File: src/rtl/ahb_decoder_mux_pkg.sv
// Shared AHB subordinate definitions: region indices, transfer and response
// encodings, the region-select encoding and the data-phase state type.
package ahb_decoder_mux_pkg;

   // Values of HADDR[ADDR_WIDTH-1:16] that map to the real subordinates
   localparam int REGION_S0 = 0;
   localparam int REGION_S1 = 1;
   localparam int REGION_S2 = 2;

   // HTRANS encodings
   localparam logic [1:0] HTRANS_IDLE   = 2'b00;
   localparam logic [1:0] HTRANS_BUSY   = 2'b01;
   localparam logic [1:0] HTRANS_NONSEQ = 2'b10;
   localparam logic [1:0] HTRANS_SEQ    = 2'b11;

   // HRESP encodings
   localparam logic [1:0] HRESP_OKAY  = 2'b00;
   localparam logic [1:0] HRESP_ERROR = 2'b01;

   // Region select: which subordinate owns an address or a data phase
   typedef enum logic [1:0] {
      SEL_S0  = 2'd0,
      SEL_S1  = 2'd1,
      SEL_S2  = 2'd2,
      SEL_DEF = 2'd3
   } sel_e;

   // Data-phase tracker: DATA means a NONSEQ/SEQ transfer is in its data phase
   typedef enum logic {
      ST_NODATA = 1'b0,
      ST_DATA   = 1'b1
   } state_e;

endpackage

File: src/rtl/ahb_decoder_mux_if.sv
// Bus bundle between the manager, the decoder/mux and the subordinates.
// Handshake: an address phase (HADDR/HTRANS) is taken on every rising edge
// where HREADY=1; HREADY=0 stretches the current data phase and the manager
// must treat the address phase as not yet accepted.
interface ahb_decoder_mux_if #(
   parameter int ADDR_WIDTH = 32,
   parameter int DATA_WIDTH = 32
);
   logic [ADDR_WIDTH-1:0] HADDR;
   logic [1:0]            HTRANS;

   logic                  HSEL_S0;
   logic                  HSEL_S1;
   logic                  HSEL_S2;
   logic                  HSEL_DEF;

   logic [DATA_WIDTH-1:0] HRDATA_S0;
   logic [DATA_WIDTH-1:0] HRDATA_S1;
   logic [DATA_WIDTH-1:0] HRDATA_S2;
   logic [DATA_WIDTH-1:0] HRDATA_DEF;
   logic [1:0]            HRESP_S0;
   logic [1:0]            HRESP_S1;
   logic [1:0]            HRESP_S2;
   logic [1:0]            HRESP_DEF;
   logic                  HREADYOUT_S0;
   logic                  HREADYOUT_S1;
   logic                  HREADYOUT_S2;
   logic                  HREADYOUT_DEF;

   logic [DATA_WIDTH-1:0] HRDATA;
   logic [1:0]            HRESP;
   logic                  HREADY;

   // Decoder/mux side
   modport slave (
      input  HADDR, HTRANS,
      input  HRDATA_S0, HRDATA_S1, HRDATA_S2, HRDATA_DEF,
      input  HRESP_S0, HRESP_S1, HRESP_S2, HRESP_DEF,
      input  HREADYOUT_S0, HREADYOUT_S1, HREADYOUT_S2, HREADYOUT_DEF,
      output HSEL_S0, HSEL_S1, HSEL_S2, HSEL_DEF,
      output HRDATA, HRESP, HREADY
   );

   // Manager plus subordinates side
   modport master (
      output HADDR, HTRANS,
      output HRDATA_S0, HRDATA_S1, HRDATA_S2, HRDATA_DEF,
      output HRESP_S0, HRESP_S1, HRESP_S2, HRESP_DEF,
      output HREADYOUT_S0, HREADYOUT_S1, HREADYOUT_S2, HREADYOUT_DEF,
      input  HSEL_S0, HSEL_S1, HSEL_S2, HSEL_DEF,
      input  HRDATA, HRESP, HREADY
   );
endinterface

File: src/rtl/ahb_resp_mux.sv
// Combinational response multiplexer: routes the data-phase owner's read
// data, response and ready back to the manager; idles to OKAY/ready when no
// data phase is in progress.
module ahb_resp_mux
   import ahb_decoder_mux_pkg::*;
#(
   parameter int DATA_WIDTH = 32
) (
   input  logic                  active_i,
   input  sel_e                  sel_i,
   input  logic [DATA_WIDTH-1:0] hrdata_s0_i,
   input  logic [DATA_WIDTH-1:0] hrdata_s1_i,
   input  logic [DATA_WIDTH-1:0] hrdata_s2_i,
   input  logic [DATA_WIDTH-1:0] hrdata_def_i,
   input  logic [1:0]            hresp_s0_i,
   input  logic [1:0]            hresp_s1_i,
   input  logic [1:0]            hresp_s2_i,
   input  logic [1:0]            hresp_def_i,
   input  logic                  hreadyout_s0_i,
   input  logic                  hreadyout_s1_i,
   input  logic                  hreadyout_s2_i,
   input  logic                  hreadyout_def_i,
   output logic [DATA_WIDTH-1:0] hrdata_o,
   output logic [1:0]            hresp_o,
   output logic                  hready_o
);

   // Select the registered data-phase owner; zero latency from subordinate
   always_comb begin
      hrdata_o = '0;
      hresp_o  = HRESP_OKAY;
      hready_o = 1'b1;
      if (active_i) begin
         unique case (sel_i)
            SEL_S0: begin
               hrdata_o = hrdata_s0_i;
               hresp_o  = hresp_s0_i;
               hready_o = hreadyout_s0_i;
            end
            SEL_S1: begin
               hrdata_o = hrdata_s1_i;
               hresp_o  = hresp_s1_i;
               hready_o = hreadyout_s1_i;
            end
            SEL_S2: begin
               hrdata_o = hrdata_s2_i;
               hresp_o  = hresp_s2_i;
               hready_o = hreadyout_s2_i;
            end
            default: begin
               hrdata_o = hrdata_def_i;
               hresp_o  = hresp_def_i;
               hready_o = hreadyout_def_i;
            end
         endcase
      end
   end

endmodule

File: src/rtl/ahb_decoder_mux.sv
// AHB address decoder and response mux for three subordinates plus a default
// subordinate, with a saturating count of transfers that hit the default.
module ahb_decoder_mux
   import ahb_decoder_mux_pkg::*;
#(
   parameter int ADDR_WIDTH = 32,
   parameter int DATA_WIDTH = 32
) (
   input  logic                 HCLK,
   input  logic                 HRESETn,
   ahb_decoder_mux_if.slave     bus,
   output logic [7:0]           DECERR_CNT,
   output state_e               dbg_state_o
);

   localparam int RW = ADDR_WIDTH - 16;

   logic [RW-1:0] region;
   sel_e          dec_sel;
   logic          accept;
   logic          hready;
   state_e        state_q, state_d;
   sel_e          sel_q, sel_d;
   logic [7:0]    decerr_q, decerr_d;
   logic          unused_addr_bits;

   assign region           = bus.HADDR[ADDR_WIDTH-1:16];
   assign unused_addr_bits = ^{bus.HADDR[15:0], bus.HTRANS[0]};

   // Address decode on the upper address bits; always exactly one target
   always_comb begin
      dec_sel = SEL_DEF;
      if (region == RW'(REGION_S0))      dec_sel = SEL_S0;
      else if (region == RW'(REGION_S1)) dec_sel = SEL_S1;
      else if (region == RW'(REGION_S2)) dec_sel = SEL_S2;
   end

   assign bus.HSEL_S0  = (dec_sel == SEL_S0);
   assign bus.HSEL_S1  = (dec_sel == SEL_S1);
   assign bus.HSEL_S2  = (dec_sel == SEL_S2);
   assign bus.HSEL_DEF = (dec_sel == SEL_DEF);

   assign accept = hready;

   // Next state: on acceptance capture the target and whether a data phase follows
   always_comb begin
      state_d  = state_q;
      sel_d    = sel_q;
      decerr_d = decerr_q;
      if (accept) begin
         sel_d   = dec_sel;
         state_d = bus.HTRANS[1] ? ST_DATA : ST_NODATA;
         if (bus.HTRANS[1] && (dec_sel == SEL_DEF) && (decerr_q != 8'hFF))
            decerr_d = decerr_q + 8'd1;
      end
   end

   // State, select and error-count registers; reset aborts any data phase
   always_ff @(posedge HCLK or negedge HRESETn) begin
      if (!HRESETn) begin
         state_q  <= ST_NODATA;
         sel_q    <= SEL_DEF;
         decerr_q <= 8'd0;
      end else begin
         state_q  <= state_d;
         sel_q    <= sel_d;
         decerr_q <= decerr_d;
      end
   end

   ahb_resp_mux #(.DATA_WIDTH(DATA_WIDTH)) u_resp_mux (
      .active_i        (state_q == ST_DATA),
      .sel_i           (sel_q),
      .hrdata_s0_i     (bus.HRDATA_S0),
      .hrdata_s1_i     (bus.HRDATA_S1),
      .hrdata_s2_i     (bus.HRDATA_S2),
      .hrdata_def_i    (bus.HRDATA_DEF),
      .hresp_s0_i      (bus.HRESP_S0),
      .hresp_s1_i      (bus.HRESP_S1),
      .hresp_s2_i      (bus.HRESP_S2),
      .hresp_def_i     (bus.HRESP_DEF),
      .hreadyout_s0_i  (bus.HREADYOUT_S0),
      .hreadyout_s1_i  (bus.HREADYOUT_S1),
      .hreadyout_s2_i  (bus.HREADYOUT_S2),
      .hreadyout_def_i (bus.HREADYOUT_DEF),
      .hrdata_o        (bus.HRDATA),
      .hresp_o         (bus.HRESP),
      .hready_o        (hready)
   );

   assign bus.HREADY  = hready;
   assign DECERR_CNT  = decerr_q;
   assign dbg_state_o = state_q;

endmodule

File: src/flat_wrapper.sv
// flat-port wrapper written by rule: the top's interface ports become plain ports
module ahb_decoder_mux_flat import ahb_decoder_mux_pkg::*;
#(
   parameter int ADDR_WIDTH = 32,
   parameter int DATA_WIDTH = 32
)
  (HCLK, HRESETn, DECERR_CNT, dbg_state_o, bus_HADDR, bus_HTRANS, bus_HRDATA_S0, bus_HRDATA_S1, bus_HRDATA_S2, bus_HRDATA_DEF, bus_HRESP_S0, bus_HRESP_S1, bus_HRESP_S2, bus_HRESP_DEF, bus_HREADYOUT_S0, bus_HREADYOUT_S1, bus_HREADYOUT_S2, bus_HREADYOUT_DEF, bus_HSEL_S0, bus_HSEL_S1, bus_HSEL_S2, bus_HSEL_DEF, bus_HRDATA, bus_HRESP, bus_HREADY);
  ahb_decoder_mux_if #(.ADDR_WIDTH(ADDR_WIDTH), .DATA_WIDTH(DATA_WIDTH)) bus_i ();
  input  logic HCLK;
  input  logic HRESETn;
  output logic [7:0] DECERR_CNT;
  output state_e dbg_state_o;
  input wire logic [$bits(bus_i.HADDR)-1:0] bus_HADDR;
  input wire logic [$bits(bus_i.HTRANS)-1:0] bus_HTRANS;
  input wire logic [$bits(bus_i.HRDATA_S0)-1:0] bus_HRDATA_S0;
  input wire logic [$bits(bus_i.HRDATA_S1)-1:0] bus_HRDATA_S1;
  input wire logic [$bits(bus_i.HRDATA_S2)-1:0] bus_HRDATA_S2;
  input wire logic [$bits(bus_i.HRDATA_DEF)-1:0] bus_HRDATA_DEF;
  input wire logic [$bits(bus_i.HRESP_S0)-1:0] bus_HRESP_S0;
  input wire logic [$bits(bus_i.HRESP_S1)-1:0] bus_HRESP_S1;
  input wire logic [$bits(bus_i.HRESP_S2)-1:0] bus_HRESP_S2;
  input wire logic [$bits(bus_i.HRESP_DEF)-1:0] bus_HRESP_DEF;
  input wire logic [$bits(bus_i.HREADYOUT_S0)-1:0] bus_HREADYOUT_S0;
  input wire logic [$bits(bus_i.HREADYOUT_S1)-1:0] bus_HREADYOUT_S1;
  input wire logic [$bits(bus_i.HREADYOUT_S2)-1:0] bus_HREADYOUT_S2;
  input wire logic [$bits(bus_i.HREADYOUT_DEF)-1:0] bus_HREADYOUT_DEF;
  output wire logic [$bits(bus_i.HSEL_S0)-1:0] bus_HSEL_S0;
  output wire logic [$bits(bus_i.HSEL_S1)-1:0] bus_HSEL_S1;
  output wire logic [$bits(bus_i.HSEL_S2)-1:0] bus_HSEL_S2;
  output wire logic [$bits(bus_i.HSEL_DEF)-1:0] bus_HSEL_DEF;
  output wire logic [$bits(bus_i.HRDATA)-1:0] bus_HRDATA;
  output wire logic [$bits(bus_i.HRESP)-1:0] bus_HRESP;
  output wire logic [$bits(bus_i.HREADY)-1:0] bus_HREADY;
  assign bus_i.HADDR = bus_HADDR;
  assign bus_i.HTRANS = bus_HTRANS;
  assign bus_i.HRDATA_S0 = bus_HRDATA_S0;
  assign bus_i.HRDATA_S1 = bus_HRDATA_S1;
  assign bus_i.HRDATA_S2 = bus_HRDATA_S2;
  assign bus_i.HRDATA_DEF = bus_HRDATA_DEF;
  assign bus_i.HRESP_S0 = bus_HRESP_S0;
  assign bus_i.HRESP_S1 = bus_HRESP_S1;
  assign bus_i.HRESP_S2 = bus_HRESP_S2;
  assign bus_i.HRESP_DEF = bus_HRESP_DEF;
  assign bus_i.HREADYOUT_S0 = bus_HREADYOUT_S0;
  assign bus_i.HREADYOUT_S1 = bus_HREADYOUT_S1;
  assign bus_i.HREADYOUT_S2 = bus_HREADYOUT_S2;
  assign bus_i.HREADYOUT_DEF = bus_HREADYOUT_DEF;
  assign bus_HSEL_S0 = bus_i.HSEL_S0;
  assign bus_HSEL_S1 = bus_i.HSEL_S1;
  assign bus_HSEL_S2 = bus_i.HSEL_S2;
  assign bus_HSEL_DEF = bus_i.HSEL_DEF;
  assign bus_HRDATA = bus_i.HRDATA;
  assign bus_HRESP = bus_i.HRESP;
  assign bus_HREADY = bus_i.HREADY;
  ahb_decoder_mux #(.ADDR_WIDTH(ADDR_WIDTH), .DATA_WIDTH(DATA_WIDTH)) u_core (.HCLK(HCLK), .HRESETn(HRESETn), .bus(bus_i), .DECERR_CNT(DECERR_CNT), .dbg_state_o(dbg_state_o));
endmodule
File: config.mk
export PLATFORM = sky130hd
export DESIGN_NAME = ahb_decoder_mux_flat
export DESIGN_NICKNAME = d
export VERILOG_FILES = /design/src/rtl/ahb_decoder_mux_pkg.sv /design/src/rtl/ahb_decoder_mux_if.sv /design/src/rtl/ahb_resp_mux.sv /design/src/rtl/ahb_decoder_mux.sv /design/src/flat_wrapper.sv
export SDC_FILE = /design/constraint.sdc
export NUM_CORES = 1
export LEC_CHECK = 0
export ABC_CLOCK_PERIOD_IN_PS = 3840
export CORE_AREA = 5 5 84 86
export DETAILED_ROUTE_END_ITERATION = 10
export DIE_AREA = 0 0 89 91
export GPL_ROUTABILITY_DRIVEN = 0
export GPL_TIMING_DRIVEN = 0
export PLACE_DENSITY = 0.87
export SLEW_MARGIN = 20
export SYNTH_ARGS = -nofsm -noshare
export SYNTH_HDL_FRONTEND = slang
export SYNTH_SLANG_ARGS = --single-unit
File: constraint.sdc
create_clock -name HCLK -period 3.84 [get_ports HCLK]
set_input_delay 0.96 -clock HCLK [delete_from_list [all_inputs] [get_ports HCLK]]
set_output_delay 0.96 -clock HCLK [all_outputs]
set_load 0.03 [all_outputs]
# Word-level counts from Yosys, hierarchy flattened
# Cells that the tools add are included.
dict set report totals {
  ff_bits 11
  output_inout_bits 48
  word_cells 28
  inputBits 176
}
dict set report op_classes {
  n_reduce_logical 6
  mux 10
  n_eq_ne 8
  add_sub_neg 1
}
# op n
set op_table {}
lappend op_table {{$pmux W32 S3} 1}
lappend op_table {{$mux W32} 1}
lappend op_table {{$eq A16 B1 Y1 const B} 1}
lappend op_table {{$eq A16 B2 Y1 const B} 1}
lappend op_table {{$logic_not A16 Y1} 1}
lappend op_table {{$add A8 B1 Y8 const B} 1}
lappend op_table {{$ne A8 B8 Y1 const B} 1}
lappend op_table {{$eq A2 B2 Y1 const B} 3}
lappend op_table {{$mux W2} 3}
lappend op_table {{$pmux W2 S3} 1}
lappend op_table {{$eq A2 B1 Y1 const B} 2}
lappend op_table {{$logic_not A2 Y1} 2}
lappend op_table {{$mux W1} 3}
lappend op_table {{$pmux W1 S3} 1}
lappend op_table {{$logic_and A1 B1 Y1} 2}
lappend op_table {{$reduce_and A2 Y1} 1}

# Depth between registers and ports, before layout
dict set report logic_depth {
  ltp_word 8
  depth_mapped 6
  depth_no_buf 6
}

# Modules after synthesis
# A second synthesis with hierarchy kept.
dict set report hier_totals {
  cells_unflattened 178
  hier_area_um2 1685.4
}
# module seq_area_each_um2 cells_each area_per_inst_um2 instances
set modules_own_cells {}
lappend modules_own_cells {ahb_resp_mux 0.0 121 1064.8 1}
lappend modules_own_cells {ahb_decoder_mux 277.8 57 620.6 1}

# Worst setup path before layout
# No wires, ideal clock.
dict set report synth_timing {
  path_type {input to output}
  from {in bus_HADDR[20]}
  to {out bus_HSEL_S0}
  required_time_ps 2880
  path_buffers 0
  stages 3
  setup_slack_ps 777
  arrival_time_ps 2103
  path_cell_list {nor4_1 > nand4_1 > nor3_1}
}
dict set report synth_via {
  elab_chain_cells 5
  elab_cells_between_ends 7
  cone_classes {eq/ne (2); mux (3); reduce/logical (2)}
}
# item line_no
set synth_rtl {}
lappend synth_rtl {{from (decl)} flat_wrapper.sv:13} ;# input wire logic [$bits(bus_i.HADDR)-1:0] bus_HADDR;
lappend synth_rtl {{$eq A16 B2 Y1} ahb_decoder_mux.sv:35} ;# else if (region == RW'(REGION_S2)) dec_sel = SEL_S2;
lappend synth_rtl {{$mux W1} ahb_decoder_mux.sv:35}
lappend synth_rtl {{$mux W2} ahb_decoder_mux.sv:34} ;# else if (region == RW'(REGION_S1)) dec_sel = SEL_S1;
lappend synth_rtl {{$mux W2 *} ahb_decoder_mux.sv:33} ;# if (region == RW'(REGION_S0)) dec_sel = SEL_S0;
lappend synth_rtl {{$logic_not A2 Y1 *} ahb_decoder_mux.sv:38} ;# assign bus.HSEL_S0 = (dec_sel == SEL_S0);
lappend synth_rtl {{to (decl)} flat_wrapper.sv:27} ;# output wire logic [$bits(bus_i.HSEL_S0)-1:0] bus_HSEL_S0;
# Every way passes the cells marked *; elsewhere a longest branch is shown, timed or not.

# Final worst setup path
dict set report layout_timing {
  from {in bus_HADDR[25]}
  to {out bus_HSEL_DEF}
}
dict set report layout_via {
  elab_chain_cells 5
  elab_cells_between_ends 7
  cone_classes {eq/ne (3); mux (3); reduce/logical (1)}
}
# item line_no
set layout_rtl {}
lappend layout_rtl {{$eq A16 B2 Y1} ahb_decoder_mux.sv:35}
lappend layout_rtl {{$mux W1} ahb_decoder_mux.sv:35}
lappend layout_rtl {{$mux W2} ahb_decoder_mux.sv:34}
lappend layout_rtl {{$mux W2 *} ahb_decoder_mux.sv:33}
lappend layout_rtl {{$eq A2 B2 Y1 *} ahb_decoder_mux.sv:41} ;# assign bus.HSEL_DEF = (dec_sel == SEL_DEF);
lappend layout_rtl {{to (decl)} flat_wrapper.sv:30} ;# output wire logic [$bits(bus_i.HSEL_DEF)-1:0] bus_HSEL_DEF;
# Marks and branches as above.

==> flow_metrics.py <==
metrics = {
    "final_layout": {
        "antenna_cells": 0,
        "fin_nets": 524,
        "utilization_pct": 62.0,
        "drive_above_1_share_pct": 14.7,
        "syn_to_final_growth_pct": 135,
        "design_area_sq_um": 3850,
    },
    "clocking": {
        "cts_sinks": 11,
        "cts.root.buffer_cell": "clkbuf_8",
        "cts_resized": 2,
        "cts_made_buffers": 3,
        "clkTransAtPathRegs_ps": 50,
        "cts_setup_buffers": 0,
        "cts_tree": "built",
        "clkLatencyLatePin_ps": 230,
        "htreeDepth": 1,
        "clock_path_buffers": 2,
        "ctsHoldBuffers": 0,
    },
    "timing": {
        "fin_setup_tns_ps": 0,
        "post-route-period-util_pct": 95.9,
        "hold_viol_final": 0,
        "tightest_slew_ps": 551,
        "fin_skew_ps": 0.739,
        "slew_violations": 0,
        "setup_ws_ps": 158,
        "fmax_mhz": 272,
        "slew-limit-headroom_pct": 63.3,
        "setup_viol": 0,
        "rsz0062_at_grt": "no",
        "finalCriticalPeriod_ps": 3680,
    },
    "route": {
        "ant_nets": 0,
        "drc": 0,
        "viasPerCell": 4.86,
        "drtPass1Iterations": 4,
        "drt_wl_total_mm": 7.62,
        "vias": 2056,
        "routedWlPerCell_microns": 18.0,
        "drt-initial-drc-count": 33,
    },
    "synth": {
        "synthesis.area_sq_um": 1640,
        "synth_seq_cells": 11,
        "synth_cell_types": 26,
        "yosysWarnings": 0,
        "avgSynthCellArea_sq_um": 12.1,
        "syn-num-nets": 313,
        "ys_seq_area_share_pct": 16.9,
        "syn_inst": 136,
    },
    "worst_setup_path": {
        "end_kind": "primary output",
        "crit_top_cell": "clkdlybuf4s50_1",
        "critPathBufInv": 2,
        "crit_type": "in2out",
        "crit_arrival_ps": 2720,
        "max_stage_delay_ps": 600,
        "worstSetupStartpointType": "primary input",
        "cp_top_family": "buffers and inverters",
        "cpMaxStageDelayCell": "clkdlybuf4s50_1",
        "worstPathRequired_ps": 2880,
        "path_max_fanout": 2,
        "cp_cell_sequence": "clkdlybuf4s50_1 > nor4_1 > and4_1 > nand2_1 > clkdlybuf4s50_1",
    },
    "status": {
        "outcome": "complete, no violations",
    },
    "global_routing": {
        "grt_overflow": 0,
        "grt_pass1_vias": 2322,
        "grt_max_degree": 12,
        "grt_pass1_wl_mm": 11.3,
        "grt_antenna_before_repair": 0,
        "grt_use_total_pct": 17.6,
    },
    "die": {
        "core_sq_um": 6200,
        "dieArea_sq_um": 8100,
        "die_x_microns": 89,
        "rows": 29,
        "io_pins": 224,
        "start_util_pct": 26.4,
        "dieHeight_microns": 91,
    },
    "hold_path": {
        "hold_class": "reg2reg",
    },
    "pwr": {
        "p_comb_share_pct": 71.2,
        "switching_power_uw": 421,
        "power_density_nw_per_um2": 281,
        "p_leak_uw": 0.00145,
        "irDropWorstVdd_v": 0.000454,
        "clock_power_share_pct": 10.5,
        "p_sw_share_pct": 38.9,
        "p_int_uw": 660,
        "power_frac_seq_pct": 18.3,
    },
    "placed_design": {
        "preCtsSetupSlack_ps": -26.8,
        "port_buffers": 206,
        "post_dp_cell_area_sq_um": 3800,
        "dp_hpwl_mm": 6.65,
    },
    "flow_run": {
        "max-cap-violations": 0,
    },
}
==> path summary, 6_finish.rpt <==
kind                       slack, ps  depth (start not counted)                  from              endpoint
max                              160                          5         bus_HADDR[25]          bus_HSEL_DEF
min                              500                          1  u_core.DECERR_CNT[7]  u_core.DECERR_CNT[7]
max reg2reg                     1950                          5       u_core.sel_q[1]  u_core.DECERR_CNT[1]
min reg2reg                      500                          1  u_core.DECERR_CNT[7]  u_core.DECERR_CNT[7]
max in group asynchronous       2440                          1               HRESETn       u_core.sel_q[1]
min in group asynchronous       1050                          1               HRESETn  u_core.DECERR_CNT[7]
==> stage by stage <==
step | std cells | hold WS [ps] | power (uW)
finish | 423 | 502 | 1080
global route | 423 | 529 | 1150
CTS | 423 | 504 | 1090
detailed placement | 419 | 489 | 973
global placement | 419 | 492 | 962
floorplan | 136 | 664 | 597
==> power groups by stage <==
stage               registers [uW]  logic [uW]  clock network [uW]
floorplan                      248         349                   0
global placement               195         767                   0
detailed placement             197         776                   0
CTS                            196         780                 115
global route                   205         818                 128
finish                         198         771                 114
==> synth_stat cells (all sizes together) <==
| library cell | number | share of area, % |
|---|---|---|
| mux4 | 34 | 47 |
| nand2 | 6 | 1.4 |
| dfrtp | 9 | 14 |
| nor2 | 4 | 0.92 |
| a211oi | 1 | 1.2 |
| inv | 1 | 0.23 |
| o21ai | 3 | 0.92 |
| nand4 | 6 | 2.3 |
| xnor2 | 6 | 3.2 |
| nand2b | 1 | 0.38 |
| nor4 | 3 | 1.1 |
| mux2 | 2 | 1.4 |
| dfstp | 2 | 3.2 |
| nand3 | 1 | 0.30 |
| o2bb2ai | 1 | 1.7 |
| nor3 | 1 | 0.30 |
| ha | 1 | 0.76 |
| xor2 | 1 | 0.53 |
| and4 | 1 | 0.53 |
| buf | 6 | 2.2 |
| mux2i | 1 | 0.61 |
| clkbuf | 5 | 1.1 |
| or2 | 1 | 0.38 |
| and3 | 2 | 0.76 |
| and2 | 37 | 14 |
==> cell usage in the layout, fill, tap and decap left out <==
master,instances
clkdlybuf4s50_1,203
and2_1,37
mux4_2,34
dfrtp_1,9
clkbuf_1,6
nand2_1,6
nand4_1,6
xnor2_1,6
buf_2,5
nor2_1,4
o21ai_0,3
clkbuf_8,3
mux2_2,2
nor4_1,2
and3_1,2
dlygate4sd2_1,2
dfstp_2,2
buf_6,1
mux2i_1,1
nand2b_1,1
o2bb2ai_4,1
inv_1,1
nor4_2,1
and4_1,1
nor3_1,1
nand3_1,1
a211oi_4,1
or2_2,1
xor2_1,1
ha_1,1
dlymetal6s2s_1,1
==> state kept, by name, indices dropped and copies added, names as in the netlist <==
register and count:
u_core.DECERR_CNT 8, u_core.sel_q 2, u_core.dbg_state_o 1
==> logic make-up after synthesis <==
family                     count (synthesis)  share of synthesized area [%]
adders and majority gates                  1                          0.763
xor gates and xnor gates                   7                           3.74
muxes                                     37                           48.7
AOI/OAI and AO/OA                          5                           3.81
and+or+nand+nor                           63                           22.5
DFF                                       11                           16.9
buffers and inverters                     12                           3.58
==> cell type report <==
cell class	count	area, sq um
multi-input combinational	113	1310
sequential	11	278
fill	499	2350
tap	77	96.3
buffer	11	55.1
inverter	1	3.75
timing repair buffer	206	2060
clock buffer	4	45.0
==> metal layers <==
layer  wire length (microns)  GRT usage (%)  vias to the layer above
met5                       0              0                        -
met4                      63           2.85                        0
met3                     959           4.80                        8
met2                    4030           34.5                      127
met1                    2570           18.4                      968
li1                        -              -                      953
No activity file was read; power rests on OpenSTA's default activity.
